==> src/rtl/ext_unit_pipe_pkg.sv <==
// Shared types and mode encodings for the
// pipelined immediate-extension unit.
package ext_unit_pipe_pkg;

  typedef logic [1:0] mode_t;

  localparam mode_t MODE_ZE     = 2'b00;
  localparam mode_t MODE_SE     = 2'b01;
  localparam mode_t MODE_SE_SH2 = 2'b10;
  localparam mode_t MODE_UPPER  = 2'b11;

endpackage

==> src/rtl/ext_unit_pipe_if.sv <==
// Decode-side and execute-side handshake bundle
// of the immediate-extension unit.
interface ext_unit_pipe_if
  import ext_unit_pipe_pkg::*;
#(
  parameter int IN_W  = 18,
  parameter int OUT_W = 32,
  parameter int CNT_W = 16
);

  logic             in_valid;
  logic             in_ready;
  logic [IN_W-1:0]  in_imm;
  mode_t            in_mode;
  logic             out_valid;
  logic             out_ready;
  logic [OUT_W-1:0] out_data;
  mode_t            out_mode;
  logic [CNT_W-1:0] done_cnt;

  modport master (
    output in_valid,
    output in_imm,
    output in_mode,
    output out_ready,
    input  in_ready,
    input  out_valid,
    input  out_data,
    input  out_mode,
    input  done_cnt
  );

  modport slave (
    input  in_valid,
    input  in_imm,
    input  in_mode,
    input  out_ready,
    output in_ready,
    output out_valid,
    output out_data,
    output out_mode,
    output done_cnt
  );

endinterface

==> src/rtl/ext_unit_pipe_ext_comb.sv <==
// Combinational immediate extender:
// ZE, SE, SE<<2 and upper placement.
module ext_comb
  import ext_unit_pipe_pkg::*;
#(
  parameter int IN_W  = 18,
  parameter int OUT_W = 32
) (
  input  logic [IN_W-1:0]  imm,
  input  mode_t            mode,
  output logic [OUT_W-1:0] ext
);

  localparam int PAD = OUT_W - IN_W;

  logic [OUT_W-1:0] se;

  assign se = {{PAD{imm[IN_W-1]}}, imm};

  always_comb begin
    ext = '0;
    unique case (1'b1)
      (mode == MODE_ZE):     ext = {{PAD{1'b0}}, imm};
      (mode == MODE_SE):     ext = se;
      (mode == MODE_SE_SH2): ext = {se[OUT_W-3:0], 2'b00};
      (mode == MODE_UPPER):  ext = {imm, {PAD{1'b0}}};
      default:               ext = '0;
    endcase
  end

endmodule

==> src/rtl/ext_unit_pipe.sv <==
// Immediate-extension stage between decode and
// execute, with a DEPTH-entry circular buffer.
module ext_unit_pipe
  import ext_unit_pipe_pkg::*;
#(
  parameter int IN_W  = 18,
  parameter int OUT_W = 32,
  parameter int DEPTH = 2,
  parameter int CNT_W = 16
) (
  input  logic           clk,
  input  logic           reset_n,
  ext_unit_pipe_if.slave bus
);

  localparam int PTR_W = (DEPTH > 1) ? $clog2(DEPTH) : 1;
  localparam int CW    = $clog2(DEPTH + 1);

  localparam logic [PTR_W-1:0] LAST = PTR_W'(DEPTH - 1);
  localparam logic [CW-1:0]    FULL = CW'(DEPTH);

  logic [OUT_W-1:0] data_q [DEPTH];
  mode_t            mode_q [DEPTH];
  logic [PTR_W-1:0] wr_ptr;
  logic [PTR_W-1:0] rd_ptr;
  logic [CW-1:0]    count;
  logic [CNT_W-1:0] done_q;
  logic [OUT_W-1:0] ext_data;
  logic             push;
  logic             pop;
  logic             nonempty;

  function automatic logic [PTR_W-1:0] inc(
    input logic [PTR_W-1:0] p
  );
    return (p == LAST) ? '0 : p + 1'b1;
  endfunction

  ext_comb #(
    .IN_W  (IN_W),
    .OUT_W (OUT_W)
  ) u_ext (
    .imm  (bus.in_imm),
    .mode (bus.in_mode),
    .ext  (ext_data)
  );

  assign nonempty     = (count != '0);
  assign bus.in_ready = (count < FULL);
  assign bus.out_valid = nonempty;
  assign push = bus.in_valid & bus.in_ready;
  assign pop  = nonempty & bus.out_ready;

  // Empty buffer reads as zero; stale entries stay hidden.
  assign bus.out_data = nonempty ? data_q[rd_ptr] : '0;
  assign bus.out_mode = nonempty ? mode_q[rd_ptr] : MODE_ZE;
  assign bus.done_cnt = done_q;

  always_ff @(posedge clk) begin
    if (!reset_n) begin
      wr_ptr <= '0;
      rd_ptr <= '0;
      count  <= '0;
      done_q <= '0;
    end else begin
      if (push) wr_ptr <= inc(wr_ptr);
      if (pop) begin
        rd_ptr <= inc(rd_ptr);
        done_q <= done_q + 1'b1;
      end
      if (push && !pop)
        count <= count + 1'b1;
      else if (pop && !push)
        count <= count - 1'b1;
    end
  end

  always_ff @(posedge clk) begin
    if (push) begin
      data_q[wr_ptr] <= ext_data;
      mode_q[wr_ptr] <= bus.in_mode;
    end
  end

endmodule
==> src/flat_wrapper.sv <==
// flat-port wrapper written by rule: the top's interface ports become plain ports
module ext_unit_pipe_flat import ext_unit_pipe_pkg::*;
#(
  parameter int IN_W  = 18,
  parameter int OUT_W = 32,
  parameter int DEPTH = 2,
  parameter int CNT_W = 16
)
  (clk, reset_n, bus_in_valid, bus_in_imm, bus_in_mode, bus_out_ready, bus_in_ready, bus_out_valid, bus_out_data, bus_out_mode, bus_done_cnt);
  ext_unit_pipe_if #(.IN_W(IN_W), .OUT_W(OUT_W), .CNT_W(CNT_W)) bus_i ();
  input  logic clk;
  input  logic reset_n;
  input wire logic [$bits(bus_i.in_valid)-1:0] bus_in_valid;
  input wire logic [$bits(bus_i.in_imm)-1:0] bus_in_imm;
  input wire logic [$bits(bus_i.in_mode)-1:0] bus_in_mode;
  input wire logic [$bits(bus_i.out_ready)-1:0] bus_out_ready;
  output wire logic [$bits(bus_i.in_ready)-1:0] bus_in_ready;
  output wire logic [$bits(bus_i.out_valid)-1:0] bus_out_valid;
  output wire logic [$bits(bus_i.out_data)-1:0] bus_out_data;
  output wire logic [$bits(bus_i.out_mode)-1:0] bus_out_mode;
  output wire logic [$bits(bus_i.done_cnt)-1:0] bus_done_cnt;
  assign bus_i.in_valid = bus_in_valid;
  assign bus_i.in_imm = bus_in_imm;
  assign bus_i.in_mode = bus_in_mode;
  assign bus_i.out_ready = bus_out_ready;
  assign bus_in_ready = bus_i.in_ready;
  assign bus_out_valid = bus_i.out_valid;
  assign bus_out_data = bus_i.out_data;
  assign bus_out_mode = bus_i.out_mode;
  assign bus_done_cnt = bus_i.done_cnt;
  ext_unit_pipe #(.IN_W(IN_W), .OUT_W(OUT_W), .DEPTH(DEPTH), .CNT_W(CNT_W)) u_core (.clk(clk), .reset_n(reset_n), .bus(bus_i));
endmodule
==> config.mk <==
export PLATFORM = sky130hd
export DESIGN_NAME = ext_unit_pipe_flat
export DESIGN_NICKNAME = d
export VERILOG_FILES = /design/src/rtl/ext_unit_pipe_pkg.sv /design/src/rtl/ext_unit_pipe_if.sv /design/src/rtl/ext_unit_pipe_ext_comb.sv /design/src/rtl/ext_unit_pipe.sv /design/src/flat_wrapper.sv
export SDC_FILE = /design/constraint.sdc
export NUM_CORES = 1
export LEC_CHECK = 0
export CAP_MARGIN = 20
export CORE_UTILIZATION = 47
export CTS_CLUSTER_SIZE = 24
export DETAILED_ROUTE_END_ITERATION = 6
export PLACE_DENSITY = 0.76
export SLEW_MARGIN = 40
export SYNTH_ARGS = -nofsm -noshare
export SYNTH_HDL_FRONTEND = slang
export SYNTH_SLANG_ARGS = --single-unit
==> constraint.sdc <==
create_clock -name clk -period 2.61 [get_ports clk]
set_input_delay 0.261 -clock clk [delete_from_list [all_inputs] [get_ports clk]]
set_output_delay 0.261 -clock clk [all_outputs]
set_load 0.005 [all_outputs]
# --- After elaboration in Yosys (flattened, before gate mapping) ---
# Memory sizes are Yosys's and may differ from the RTL's. A register that Yosys moved wholly into a read port is not among the register bits.
# Index checks and enable logic that the tools add are counted.
word_totals:
  reg_bits: 20
  latch_bits: 0
  ramBits: 68
  mem_bits_ro: 0
  in_bits: 24
  out_inout_bits: 52
  n_memories: 2
mem_list:
  columns: ["name", "words", "word_bits", "rd", "rd_clocked_by_memory_dff", "wr", "line", "source"]
  rows:
  - ["u_core.data_q", 2, 32, 1, 1, 1, "ext_unit_pipe.sv:22", "logic [OUT_W-1:0] data_q [DEPTH];"]
  - ["u_core.mode_q", 2, 2, 1, 1, 1, "ext_unit_pipe.sv:23", "mode_t mode_q [DEPTH];"]
classes:
  add_sub_neg: 5
  multipliers: 0
  div: 0
  order_cmp: 1
  n_eq_ne: 3
  shift: 0
  n_mux: 13
  n_bitwise: 2
  reduce_logical: 7
op_table:
  columns: ["cell", "n"]
  rows:
  - ["case mux 32 bit (4 select lines)", 1]
  - ["2-to-1 mux 32 bit", 1]
  - ["adder 16 x 1 -> 16 bit, second input constant", 1]
  - ["2-to-1 mux 1 bit", 8]
  - ["2-to-1 mux 2 bit", 3]
  - ["equality test 2 bit, second input constant", 2]
  - ["nonzero test 2 bit", 2]
  - ["adder 1 bit, second input constant", 2]
  - ["adder 2 x 1 -> 2 bit, second input constant", 1]
  - ["bitwise AND 1 bit", 2]
  - ["equality test 2 x 1 -> 1 bit, second input constant", 1]
  - ["logical AND 1 bit", 2]
  - ["zero test 1 bit", 2]
  - ["zero test 2 bit", 1]
  - ["less-than comparator 2 bit, second input constant", 1]
  - ["subtractor 2 x 1 -> 2 bit, second input constant", 1]

# --- Depth between registers and ports, before layout ---
# Gate-level depths: netlist of the first run.
depth:
  depth_word: 6
  depth_mapped: 8
  mapped_depth_nobuf: 7

# --- Modules after synthesis ---
# Synthesis of the first run repeated with hierarchy kept, for this count alone.
hier_totals:
  hier_cells: 316
  area_unflattened_um2: 3966.3
by_module_without_submodules:
  columns: ["mod", "n_inst", "cells_per_inst", "area_each_um2"]
  rows:
  - ["ext_unit_pipe", 1, 252, 3499.6]
  - ["ext_comb", 1, 64, 466.7]

# --- Worst setup path before layout of the first run ---
# No wires, ideal clock.
synth_timing:
  kind: "reg2reg"
  from: "reg u_core.count[1]"
  to: "mem u_core.data_q[0][0], enable pin"
  t_arrival_ns: 2.224
  setup_slack_ns: -0.044
  stages_incl_launch_ff: 4
  n_path_buf: 1
  period_less_slack_ns: 2.654
  path_cell_list: "dfxtp_1 buf_2 nor2b_1 nor2b_1"
synth_via:
  elab_chain_cells: 4
synth_lines:
  columns: ["item", "line", "source"]
  rows:
  - ["start: declaration", "ext_unit_pipe.sv:26", "logic [CW-1:0] count;"]
  - ["start signal: assignment", "ext_unit_pipe.sv:72", "count <= count + 1'b1;"]
  - ["start signal: assignment", "ext_unit_pipe.sv:74", "count <= count - 1'b1;"]
  - ["less-than comparator 2 bit", "ext_unit_pipe.sv:49", "assign bus.in_ready = (count < FULL);"]
  - ["bitwise AND 1 bit", "ext_unit_pipe.sv:51", "assign push = bus.in_valid & bus.in_ready;"]
  - ["net u_core.push", "ext_unit_pipe.sv:29", "logic push;"]
  - ["2-to-1 mux 1 bit", "ext_unit_pipe.sv:79", "if (push) begin"]
  - ["2-to-1 mux 1 bit (not written as such)", "ext_unit_pipe.sv:80", "data_q[wr_ptr] <= ext_data;"]
  - ["end: declaration", "ext_unit_pipe.sv:22", null]
# The timed path passes the listed nets, and every way through them passes these cells.

==> results of run 1 <==
==> synth_stat cells <==
cell type / n / area (um2)
edfxtp_1: 68 / 2040
nor2_1: 42 / 158
mux2i_1: 41 / 410
dfxtp_1: 21 / 420
o21ai_0: 17 / 85.1
a21oi_1: 16 / 80.1
and2_1: 15 / 93.8
clkbuf_1: 13 / 48.8
a22o_1: 12 / 105
xor2_1: 9 / 78.8
nor2b_1: 7 / 43.8
buf_2: 6 / 30.0
nand2_1: 5 / 18.8
xnor2_1: 5 / 43.8
inv_1: 4 / 15.0
nand3_1: 4 / 20.0
nor3_1: 4 / 20.0
or3_1: 4 / 25.0
a21boi_1: 3 / 22.5
nand4_1: 3 / 18.8
ha_1: 2 / 25.0
nor4_1: 2 / 12.5
nor4_2: 2 / 25.0
o21a_1: 2 / 15.0
a21boi_0: 1 / 7.51
buf_6: 1 / 11.3
clkinv_1: 1 / 3.75
inv_2: 1 / 3.75
nand2b_1: 1 / 6.26
nand4_2: 1 / 12.5
nor2_2: 1 / 6.26
o2111ai_2: 1 / 15.0
o211ai_2: 1 / 12.5
==> through the flow <==
stage	total power [W]	cells	util (%)	hold WS, ps
final	0.00422	501	61.4	479
after global routing	0.00444	501	61.4	524
after CTS	0.00426	501	61.4	483
after detailed placement	0.00328	485	58.7	467
after global placement	0.00325	485	58.7	459
after floorplan	0.00257	316	-	360
==> cell type report <==
type | instances | area (um2)
clock buffer | 14 | 209
inverter | 6 | 22.5
tap | 105 | 131
clock inverter | 2 | 12.5
sequential | 89 | 2460
multi-input combinational | 201 | 1370
timing repair buffer | 84 | 818
fill | 661 | 3150
==> metal layers <==
metal | track usage, % | vias up
met1 | 24.1 | 1249
met4 | 7.69 | 0
met5 | 0 | -
met3 | 3.90 | 8
li1 | - | 1298
met2 | 30.8 | 95
==> kinds of logic (layout without fill, tap and decap cells) <==
kind of cell	Yosys count	in the layout	synth area share, %
adder cells (fa/ha/maj)	2	2	0.636
flip-flops	89	89	62.6
AO/OA/AOI/OAI	53	53	8.71
XOR/XNOR	14	14	3.12
buffers and inverters	26	106	2.86
AND/OR/NAND/NOR	91	91	11.7
multiplexers	41	41	10.4
==> worst register-to-register path, stage by stage (launching register included) <==
cell	delay, ps
dfxtp_1	480
nor2_2	90
inv_2	60
nand2_1	140
ha_1	380
or3_1	370
a21boi_0	200
==> final timing paths <==
path,cells after the start,slack [ps],endpoint,start
max,4,280,bus_out_data[10],register
min,2,480,u_core.bus.done_cnt[15],u_core.bus.done_cnt[15]
max reg2reg,6,830,u_core.count[1],u_core.count[1]
min reg2reg,2,480,u_core.bus.done_cnt[15],u_core.bus.done_cnt[15]
==> power breakdown <==
part | switching, W | leakage [nW] | internal (W)
Combinational | 0.000607 | 0.842 | 0.000752
Sequential | 0.000114 | 0.814 | 0.00175
Clock | 0.000472 | 0.117 | 0.000527
==> sequential cells by signal, indices dropped and copies added, names as in the netlist, named ones only <==
name / count
u_core.data_q: 64
u_core.wr_ptr: 1
u_core.mode_q: 4
u_core.count: 2
u_core.bus.done_cnt: 16
u_core.rd_ptr: 1
==> reports/qor.yml, run 1 <==
clock_network:
  cts_made_buffers: 9
  cts_resized: 0
  root_buffer: "clkbuf_8"
  cts_setup_buffers: 0
  cts_tree: "yes"
  clk_pin_slew_ps: 80
  cts_sinks: 89
  ctsHoldBuffers: 0
  htreeDepth: 3
  clock_latency_ps: 350
  clk_path_buf_depth: 2
die:
  die_w_um: 93.5
  io_pins: 76
  dieArea_um2: 8750
  placementRows: 33
  start_util_pct: 48.1
  coreArea_um2: 8180
  die_h_um: 93.5
routing:
  met1_length_um: 3480
  vias: 2650
  wl_per_cell_um: 15.7
  drc: 0
  drt_iter0_drc: 150
  top_layer: "met4"
  drt_wl_total_um: 7860
  drtAntennaViolNets: 0
  first_pass_iters: 5
  met3WireLength_um: 545
  vias_per_cell: 5.29
  met2_length_um: 3750
setup_path:
  setup.worst_path.end_class: "output port"
  path_max_fanout: 16
  path_delay_family: "buffers and inverters"
  critPathSlowestCell: "dfxtp_2"
  path_class: "register to output port"
  cp-start-kind: "register"
  cp.arrival_ps: 2060
  crit_buf_inv: 2
  cpPeakStageDelay_ps: 640
  critPathRequiredTime_ps: 2350
  path_cells: "buf_4, mux2i_1, nor2_1, clkdlybuf4s50_1"
global_route:
  grt_usage_pct: 18.7
  grt_max_degree: 36
  grt_pass1_wl_um: 12300
  antenna_found_initial: 0
  gr-total-overflow: 0
  grt_pass1_vias: 2490
yosys:
  ys_ff_latch: 89
  yosys_warnings: 0
  postSynthCellCount: 316
  syn-num-nets: 342
  avgSynthCellArea_um2: 12.5
  ys_seq_area_share_pct: 62.6
  syn-cell-area_um2: 3940
  synth_cell_types: 33
power:
  power.density_nw_per_um2: 840
  p_leak_nw: 1.77
  ir_drop_v: 0.000304
place:
  io_buffers: 75
  pre_cts_ws_ps: 454
  place_congestion: 0.746
  place_area_um2: 4800
  dp_hpwl_um: 5300
sta:
  min_period_ps: 2330
  finalCritPeriodShare_pct: 89.1
  setup_ws_ps: 284
  final_max_slew_viol_count: 0
  hold_violations: 0
  fin_tns_setup_ps: 0
  rsz0062_at_grt: "no"
  finClkSkew_ps: 10.1
  slew_headroom_pct: 50.4
  max_freq_mhz: 430
  setup_viol: 0
  tightest_slew_ps: 743
final_layout:
  drive_gt1_share_pct: 8.84
  stdcell_area_um2: 5020
  final_common_cell: "clkdlybuf4s50_1"
  syn2layout_area_growth_pct: 27.6
  final_cell_mix: "clkdlybuf4s50_1, edfxtp_1, mux2i_1, nor2_1, dfxtp_1"
  diodes: 0
  nets: 417
min_path:
  min_path_type: "register to register"
run:
  drv_cap: 0
outcome:
  status: "completed"
Note: power is estimated with default switching activity, not from simulation.
==> run 2, diff against run 1 <==
--- a/config.mk
+++ b/config.mk
@@ -9,6 +9,8 @@
 export CORE_UTILIZATION = 47
 export CTS_CLUSTER_SIZE = 24
 export DETAILED_ROUTE_END_ITERATION = 6
+export GPL_ROUTABILITY_DRIVEN = 0
+export GPL_TIMING_DRIVEN = 0
 export PLACE_DENSITY = 0.76
 export SLEW_MARGIN = 40
 export SYNTH_ARGS = -nofsm -noshare
==> reports/qor.yml, run 2 (synthesis gave the netlist of run 1 again) <==
sta:
  max_freq_mhz: 417  # -3.1%
  setup_viol: 0  # unchanged
  final_max_slew_viol_count: 0  # unchanged
  slew_headroom_pct: 61.4  # +11 points
  hold_ws_ps: 503  # +24.0 ps
  finClkSkew_ps: 7.62  # -2.52 ps
  finalCritPeriodShare_pct: 92.0  # +2.9 points
  rsz0062_at_grt: "no"
  tightest_slew_ps: 578  # -164 ps
  hold_violations: 0  # unchanged
  min_period_ps: 2400  # +75.1 ps
routing:
  drtAntennaViolNets: 0  # unchanged
  met1_length_um: 3490  # +0.35%
  first_pass_iters: 4  # -1
  drt_wl_total_um: 7970  # +1.3%
  vias_per_cell: 5.23  # -1.1%
  drc: 0  # unchanged
  wl_per_cell_um: 15.5  # -1.1%
  met2_length_um: 3970  # +5.8%
  vias: 2684  # +1.3%
  met3WireLength_um: 440  # -19%
  drt_iter0_drc: 139  # -7.3%
  top_layer: "met4"
die:
  io_pins: 76  # unchanged
  placementRows: 33  # unchanged
  dieArea_um2: 8750  # unchanged
  die_h_um: 93.5  # unchanged
  coreArea_um2: 8180  # unchanged
  die_w_um: 93.5  # unchanged
  start_util_pct: 48.1  # unchanged
place:
  dp_hpwl_um: 5720  # +7.9%
  io_buffers: 75  # unchanged
  place_area_um2: 4880  # +1.7%
clock_network:
  htreeDepth: 3  # unchanged
  cts_sinks: 89  # unchanged
  cts_made_buffers: 9  # unchanged
  cts_resized: 0  # unchanged
  clk_path_buf_depth: 2  # unchanged
  clock_latency_ps: 340  # about the same
  root_buffer: "clkbuf_8"
  clk_pin_slew_ps: 80  # about the same
  cts_tree: "yes"
power:
  p_int_w: 0.00303  # about the same
  power.share.switching_pct: 28.1  # -0.19 points
  p_leak_nw: 1.80  # +1.4%
  ir_drop_v: 0.000343  # +13%
  power.density_nw_per_um2: 828  # -1.5%
  power_frac_seq_pct: 43.0  # -1.1 points
  pwr-share-clk_pct: 22.2  # -1.5 points
  switchingPower_w: 0.00118  # -0.93%
  pwr-share-comb_pct: 34.8  # +2.6 points
global_route:
  grt_pass1_vias: 2485  # -0.20%
  grt_pass1_wl_um: 12400  # +0.28%
  antenna_found_initial: 0  # unchanged
  grt_max_degree: 20  # -44%
  gr-total-overflow: 0  # unchanged
  grt_usage_pct: 19.1  # +0.41 points
setup_path:
  setup.worst_path.end_class: "output port"
  cp-start-kind: "register"
  path_max_fanout: 10  # -6
  path_class: "register to output port"
  cp.arrival_ps: 2140  # +80 ps
  critPathRequiredTime_ps: 2350  # about the same
final_layout:
  largest_reg_flops: 64  # unchanged
  regMostFlops: "u_core.data_q"
  stdcell_area_um2: 5080  # +1.2%
  final_common_cell: "clkdlybuf4s50_1"
  nets: 429  # +2.9%
  syn2layout_area_growth_pct: 29.2
  fillers: 664  # +0.45%
  drive_gt1_share_pct: 8.09  # -0.75 points
  diodes: 0  # unchanged
  final_cell_mix: "clkdlybuf4s50_1, edfxtp_1, nor2_1"
min_path:
  min_path_type: "register to register"
outcome:
  status: "completed"
run:
  drv_cap: 0  # unchanged
run 2: per-stage QoR:
stage	setup TNS (ps)	cells	setup slack (ps)	power [W]	util, %
floorplan	0	316	602	0.00257	-
detailed placement	0	498	485	0.00334	59.7
CTS	0	514	93.3	0.00427	62.2
finish	0	513	209	0.00421	62.2
global placement	-7580	496	-197	0.00326	59.0
global route	0	513	54.1	0.00445	62.2
run 2: metal layers:
metal  up-vias  global-route usage (%)
met5         -                       0
met4         0                    7.05
met3         6                    4.15
met2        87                    31.4
met1      1278                    25.0
li1       1313                       -
run 2: path summary, 6_finish.rpt:
path	slack (ps)	from	endpoint	cells past startpoint
setup / recovery	210	u_core.count[1]	bus_out_data[24]	5
setup reg to reg	660	u_core.count[1]	u_core.count[1]	7
hold / removal	500	u_core.bus.done_cnt[15]	u_core.bus.done_cnt[15]	2
hold reg to reg	500	u_core.bus.done_cnt[15]	u_core.bus.done_cnt[15]	2
run 2: power groups by stage:
stage | registers, W | logic [W] | clock network, W
floorplan | 0.00182 | 0.000748 | 0
global placement | 0.00183 | 0.00143 | 0
detailed placement | 0.00183 | 0.00150 | 0
CTS | 0.00180 | 0.00151 | 0.000957
global route | 0.00183 | 0.00161 | 0.00101
finish | 0.00181 | 0.00146 | 0.000936
run 2: worst max-delay path: stages, from the launching register on:
cell and delay [ps]:
dfxtp_1 300, buf_2 150, nor2_2 340, clkbuf_1 400, nor2_1 130, clkdlybuf4s50_1 460
run 2: cell type report:
class	count	area (um2)	area share [%]
Inverter	6	22.5	0.443
Tap cell	105	131	2.58
Clock buffer	15	201	3.96
Timing Repair Buffer	77	806	15.8
Multi-Input combinational cell	201	1370	26.9
Buffer	19	86.3	1.70
Sequential cell	89	2460	48.4
Clock inverter	1	5.00	0.0984
run 2: what timing repair did:
action,CTS,global route
endpoints found under the hold margin,0,0
endpoints found under the setup margin,0,17
hold buffers,0,0
setup buffers,0,0
